<file path="config.mk">
export PLATFORM = sky130hd
export DESIGN_NAME = imem_loader
export DESIGN_NICKNAME = d
export VERILOG_FILES = /design/src/rtl/imem_loader.sv
export SDC_FILE = /design/constraint.sdc
export NUM_CORES = 1
export LEC_CHECK = 0
export CAP_MARGIN = 20
export CELL_PAD_IN_SITES_DETAIL_PLACEMENT = 1
export CELL_PAD_IN_SITES_GLOBAL_PLACEMENT = 2
export CORE_UTILIZATION = 43
export DETAILED_ROUTE_END_ITERATION = 8
export GPL_TIMING_DRIVEN = 0
export PLACE_DENSITY_LB_ADDON = 0.1
export SYNTH_ARGS = -nofsm -noshare
export SYNTH_HDL_FRONTEND = slang
export SYNTH_SLANG_ARGS = --single-unit
</file>
<file path="constraint.sdc">
create_clock -name clk_in -period 2.04 [get_ports clk_in]
set_input_delay 0.306 -clock clk_in [delete_from_list [all_inputs] [get_ports clk_in]]
set_output_delay 0.306 -clock clk_in [all_outputs]
set_load 0.02 [all_outputs]
</file>
<file path="src/rtl/imem_loader.sv">
// imem_loader: instruction memory with a streaming program loader.
//
// Accepts a program as a stream of 8-bit words while the processor is held idle,
// then releases the processor and serves registered instruction fetches.
// Addresses beyond the loaded program length read back as FILL.
//
// Ports
//   clk_in       system clock, rising edge
//   clr          asynchronous active-low reset
//   load_start   begin or restart program loading (from IDLE or RUN)
//   load_valid   load_data carries a word
//   load_data    instruction word being loaded
//   load_last    current word is the final word of the program
//   load_ready   loader accepts a word this cycle (LOAD only)
//   read_addr    processor fetch address
//   instruction  registered fetch result, one cycle after read_addr
//   cpu_run      processor may execute (RUN only)
//   prog_len     number of words in the current program, 0..DEPTH
//   overflow     program was cut at DEPTH words without seeing load_last

module imem_loader #(
    parameter int unsigned     DEPTH = 32,
    parameter logic [7:0]      FILL  = 8'h00
) (
    input  logic        clk_in,
    input  logic        clr,
    input  logic        load_start,
    input  logic        load_valid,
    input  logic [7:0]  load_data,
    input  logic        load_last,
    output logic        load_ready,
    input  logic [7:0]  read_addr,
    output logic [7:0]  instruction,
    output logic        cpu_run,
    output logic [8:0]  prog_len,
    output logic        overflow
);

    // state | meaning
    // ------+-----------------------------------------------------------
    // IDLE  | after reset; nothing loaded, processor held, fetches = FILL
    // LOAD  | accepting program words, processor held, fetches = FILL
    // RUN   | program resident, processor running, fetches served
    typedef enum logic [1:0] {
        IDLE = 2'd0,
        LOAD = 2'd1,
        RUN  = 2'd2
    } state_t;

    localparam int unsigned      AW       = (DEPTH > 1) ? $clog2(DEPTH) : 1;
    localparam logic [AW-1:0]    LAST_PTR = AW'(DEPTH - 1);

    state_t            state;
    state_t            state_next;
    logic [AW-1:0]     wr_ptr;
    logic [7:0]        mem [DEPTH];

    logic              accept;
    logic              at_end;
    logic              restart;
    logic              in_range;

    assign load_ready = (state == LOAD);
    assign cpu_run    = (state == RUN);
    assign accept     = load_valid && load_ready;
    assign at_end     = (wr_ptr == LAST_PTR);
    // load_start only restarts from IDLE/RUN; it is ignored mid-load
    assign restart    = load_start && (state != LOAD);
    // full 8-bit compare so 8'hFF and other out-of-program addresses mask to FILL
    assign in_range   = ({1'b0, read_addr} < prog_len);

    always_ff @(posedge clk_in or negedge clr) begin
        if (!clr) begin
            state <= IDLE;
        end else begin
            state <= state_next;
        end
    end

    always_comb begin
        state_next = state;
        case (state)
            IDLE: begin
                if (load_start) begin
                    state_next = LOAD;
                end
            end
            LOAD: begin
                if (accept && (load_last || at_end)) begin
                    state_next = RUN;
                end
            end
            RUN: begin
                if (load_start) begin
                    state_next = LOAD;
                end
            end
            default: state_next = IDLE;
        endcase
    end

    always_ff @(posedge clk_in or negedge clr) begin
        if (!clr) begin
            wr_ptr      <= '0;
            prog_len    <= '0;
            overflow    <= 1'b0;
            instruction <= FILL;
        end else begin
            if (restart) begin
                wr_ptr   <= '0;
                prog_len <= '0;
                overflow <= 1'b0;
            end else if (accept) begin
                wr_ptr   <= wr_ptr + AW'(1);
                prog_len <= prog_len + 9'd1;
                if (at_end && !load_last) begin
                    overflow <= 1'b1;
                end
            end

            if ((state == RUN) && in_range) begin
                instruction <= mem[read_addr[AW-1:0]];
            end else begin
                instruction <= FILL;
            end
        end
    end

    // storage is deliberately not reset; prog_len masks stale contents
    always_ff @(posedge clk_in) begin
        if (accept) begin
            mem[wr_ptr] <= load_data;
        end
    end

endmodule

</file>
== Word level (Yosys, flattened, before mapping) ==
Memories as Yosys holds them, arrays and structs flattened.
Cells that the tools add are included.

* Memory bits (writable): 256
* Latch bits: 0
* Logic and storage cells: 41
* Memory bits (read-only): 0
* Bits in registers: 25
* Memories kept: 1
* Output and inout port bits: 20
* Bits of input ports: 21

* Equal/unequal tests: 6
* Order comparisons: 1
* Mux-type cells: 13
* Reduce and logical (&&, ||, !) cells: 13
* Add/sub/neg operators: 2
* Divide/modulo/power cells: 0
* Multiply operators: 0
* Bitwise operators: 0
* Shift-type cells: 0

{| class="wikitable"
|+ Memory list
! name !! words !! width !! read ports !! clocked after memory_dff !! wr ports !! RTL line !! RTL
|-
| mem || 32 || 8 || 1 || 0 || 1 || 56 || <nowiki>logic [7:0] mem [DEPTH];</nowiki>
|}

{| class="wikitable"
|+ Operator list
! cell !! count
|-
| $mux W9 || 2
|-
| $mux W5 || 2
|-
| $add A9 B1 Y9 const B || 1
|-
| $lt A8 B9 Y1 || 1
|-
| $mux W8 || 1
|-
| $ne A2 B1 Y1 const B || 3
|-
| $add A5 B1 Y5 const B || 1
|-
| $eq A5 B5 Y1 const B || 1
|-
| $logic_and A1 B1 Y1 || 5
|-
| $mux W1 || 5
|-
| $mux W2 || 2
|-
| $pmux W2 S2 || 1
|-
| $reduce_and A2 Y1 || 2
|-
| $reduce_bool A2 Y1 || 2
|-
| $eq A2 B1 Y1 const B || 1
|-
| $eq A2 B2 Y1 const B || 1
|-
| $logic_not A2 Y1 || 1
|-
| $reduce_or A2 Y1 || 1
|-
| $logic_not A1 Y1 || 1
|-
| $logic_or A1 B1 Y1 || 1
|}

== Logic depth before layout (Yosys ltp) ==
* Depth after elaboration: 5
* Depth in mapped cells: 7
* Mapped depth without buffers: 7

== Least setup slack after synthesis ==
No wires, ideal clock.

* Path kind: register -> register
* Start: register prog_len[3]
* End: register instruction[0]
* Stages on the path, launching flop included: 7
* Library setup time: 0.121 ns
* Path buffers: 0
* Data arrival time: 1.944 ns
* Required time: 1.919 ns
* Period minus slack after synthesis: 2.065 ns
* Path slack: -0.025 ns
* Path through: dfrtp_1 inv_1 ha_1 nand2_1 o41ai_1 o21ai_1 a22o_1

* Word-level cells in the longest chain between the ends: 3

{| class="wikitable"
|+ Ends and longest elaborated chain
! element !! RTL line !! RTL
|-
| from (decl) || 35 || <nowiki>output logic [8:0] prog_len,</nowiki>
|-
| from (signal assigned) || 115 || <nowiki>prog_len <= prog_len + 9'd1;</nowiki>
|-
| $lt A8 B9 Y1 || 70 || <nowiki>assign in_range = ({1'b0, read_addr} < prog_len);</nowiki>
|-
| $logic_and A1 B1 Y1 || 121 || <nowiki>if ((state == RUN) && in_range) begin</nowiki>
|-
| $mux W8 || 121 ||
|-
| to (signal assigned) || 122 || <nowiki>instruction <= mem[read_addr[AW-1:0]];</nowiki>
|-
| to (decl) || 33 || <nowiki>output logic [7:0] instruction,</nowiki>
|}

Every way passes these cells.
A chain may end at the register's enable or synchronous reset.

== Worst setup path after layout ==
* Start: input read_addr[3]
* End: register instruction[2]

* Word-level cells in the longest chain between the ends: 3
* Elaborated cells on any way between the ends: 4
* Those cells by class: order compare: 1; mux: 1; reduce/logical: 1; memory: 1

{| class="wikitable"
|+ Ends and longest elaborated chain
! element !! RTL line !! RTL
|-
| from (decl) || 32 || <nowiki>input logic [7:0] read_addr,</nowiki>
|-
| $lt A8 B9 Y1 || 70 ||
|-
| $logic_and A1 B1 Y1 || 121 ||
|-
| $mux W8 * || 121 ||
|}

Every way passes the cells marked *; elsewhere a longest branch is shown, timed or not.

==> out/metrics.yaml <==
worst_setup_path:
  cp_data_required_time_ns: 2.48
  critPathKind: "input port to flop"
  end_kind: "flop"
  cp_max_fo: 10
  r2r_setup_slack_ns: 0.09
  arrival_ns: 2.48
  crit_path_start_kind: "input port"
yosys:
  synth_seq_area_share_pct: 73.5
  synth_nets: 624
  synth-edff-count: 256
  yosys_warnings: 0
  netlist_area_mm2: 0.0113
  synthTopCellsByArea: "edfxtp_1, mux4_2, dfrtp_1"
  syn_area_per_cell_um2: 19.2
  ys_async_sr_fraction_pct: 8.90
  yosysTopAreaCellShare_pct: 68.0
  synth_ff_type: "edfxtp_1"
  yosys.cell_count.top_type: "edfxtp_1"
  syn_inst: 590
  synth_cell_types: 44
  synth-seq-cells: 281
  synthTopCellsByCount: "edfxtp_1, mux4_2, nor2_1"
  synth_top_area_cell: "edfxtp_1"
pwr:
  p_leak_nw: 4.53
  combPwrFrac_pct: 10.4
  cellPowerDensity_mw_per_mm2: 960
  p_int_w: 0.0102
  swShare_pct: 23.6
  power_switching_w: 0.00313
  ir_drop_mv: 0.826
  clock_power_share_pct: 40.4
  power_frac_seq_pct: 49.1
floorplan:
  io_pins: 41
  die_width_um: 164
  initial_core_util_pct: 44.4
  core_area_mm2: 0.0255
  std_cell_rows: 58
  dieHeight_um: 164
  die_area_mm2: 0.0269
placement:
  port_buffers: 39
  gp_routability_congestion: 0.796
  dp_hpwl_um: 18100
  dpl_worst_slack_ns: -1.14
clocking:
  cts_tree: "yes"
  cts_num_sinks: 281
  cts_htree_levels: 1
  cts_buffer_depth: 3
  ctsHoldBuffers: 0
  worstSkewPairLatency_ns: 0.56
  cts_inserted_buffers: 30
  clk_pin_slew_ns: 0.06
  cts_root_buf: "clkbuf_16"
sta:
  timing.hold.ws_ns: 0.193
  fin_skew_ns: 0.0157
  rsz0062_at_grt: "yes"
  slew_violations: 0
  finalHoldViolations: 0
  slew-limit-headroom_pct: 40.5
  setup_viol: 0
  max_freq_mhz: 491
  worstMarginPinSlew_ns: 0.892
  fin_ws_ns: 0.00369
  timing.final.crit_share_pct: 99.8
  finalSetupTns_ns: 0
  fin_crit_ns: 2.04
layout:
  utilization_pct: 54.3
  num_antenna_cells: 0
  nets: 708
  syn_to_final_growth_pct: 22.4
  fillers: 2252
  layout-drive-gt1-share_pct: 31.0
detailed_routing:
  drc: 0
  via_per_inst: 5.62
  drt_first_pass_iters: 5
  first_iter_violations: 331
  wl_per_cell_um: 26.4
  vias: 5769
  routed_wl_um: 27100
  ant_nets: 0
global_route:
  grt_max_degree: 33
  grt_pass1_wl_um: 39600
  overflow: 0
  grt_use_total_pct: 20.9
  antenna_found_initial: 0
  grt_pass1_vias: 6061
min_path:
  hold_class: "input port to asynchronous set/reset pin"
outcome:
  status: "complete, no violations"
job:
  drv_cap: 0
==> stage by stage <==
stage,area [um^2],total power (W),instances
2_1_floorplan,11300,0.00727,590
3_3_place_gp,12100,0.00777,959
3_5_place_dp,12200,0.00783,965
4_1_cts,13600,0.0134,1021
5_1_grt,13800,0.0137,1027
6_report,13800,0.0133,1027
==> sequential cells by signal, summed over array words and instances (netlist names) <==
name and count:
state 2, instruction 8, overflow 1, wr_ptr 5, mem 256, prog_len 9
==> repair_timing <==
item	4_1_cts	5_1_grt
endpoints found under the setup margin	266	114
cloned	0	0
buffers inserted	2	3
resized for setup	105	28
pin swaps	5	3
==> critical path, cell delays in order <==
cell and delay [ns]:
clkdlybuf4s50_1 0.68, buf_2 0.34, clkbuf_2 0.44, mux2i_1 0.39, a21oi_1 0.12, a22o_1 0.19
==> metal layers <==
layer / vias to the layer above / wire length, um / track usage, %
li1: 2550 / - / -
met1: 3041 / 12400 / 29.6
met5: - / 0 / 0
met4: 0 / 545 / 5.56
met2: 142 / 13000 / 33.8
met3: 36 / 1190 / 3.33
==> cells in the final DEF (no fill, tap or decap), types with 9 or more instances in the layout <==
cell / synthesis / final
a211oi_2: 1 / 12
a21oi_1: 16 / 15
a22o_1: 10 / 10
clkbuf_1: 10 / 9
clkbuf_16: 0 / 31
clkdlybuf4s50_1: 0 / 36
dfrtp_1: 25 / 24
edfxtp_1: 256 / 256
ha_1: 13 / 11
inv_1: 13 / 12
mux2i_1: 17 / 9
mux4_2: 59 / 59
nand2_1: 14 / 9
nor2_1: 49 / 17
nor2_4: 0 / 32
nor2b_1: 18 / 18
==> worst paths after layout <==
kind                                               from                  endpoint  depth (start not counted)
worst min register to register     state[0]$_DFFE_PN0P_      state[0]$_DFFE_PN0P_                          1
max in group asynchronous                           clr  instruction[2]$_DFF_PN0_                          2
worst min-delay path                                clr   prog_len[8]$_DFFE_PN0P_                          1
min in group clk_in                          load_start      state[0]$_DFFE_PN0P_                          3
worst max-delay path                       read_addr[3]  instruction[2]$_DFF_PN0_                          6
worst max register to register  prog_len[3]$_DFFE_PN0P_  instruction[0]$_DFF_PN0_                          8
==> cell type report <==
class | instances | area [um^2] | share of cell area [%]
clock inverter | 13 | 115 | 0.832
tap | 330 | 413 | 2.98
inverter | 13 | 48.8 | 0.353
buffer | 29 | 226 | 1.64
clock buffer | 42 | 867 | 6.27
sequential | 281 | 8310 | 60.1
multi-input combinational | 266 | 3220 | 23.3
timing repair buffer | 53 | 631 | 4.56
==> cell families after synthesis <==
logic type	Yosys count	synth area share [%]
xor+xnor	8	0.620
mux	80	14.1
fa+ha+maj	13	1.44
compound gates	62	3.85
simple gates	103	4.39
buf+inv	43	2.09
flops	281	73.5
==> power groups by stage <==
stage / logic (W) / registers (W) / clock network, W
CTS: 0.00135 / 0.00653 / 0.00548
global route: 0.00149 / 0.00654 / 0.00566
global placement: 0.00112 / 0.00665 / 0
detailed placement: 0.00118 / 0.00665 / 0
finish: 0.00139 / 0.00653 / 0.00537
floorplan: 0.000620 / 0.00665 / 0
No activity file was read; power rests on OpenSTA's default activity.
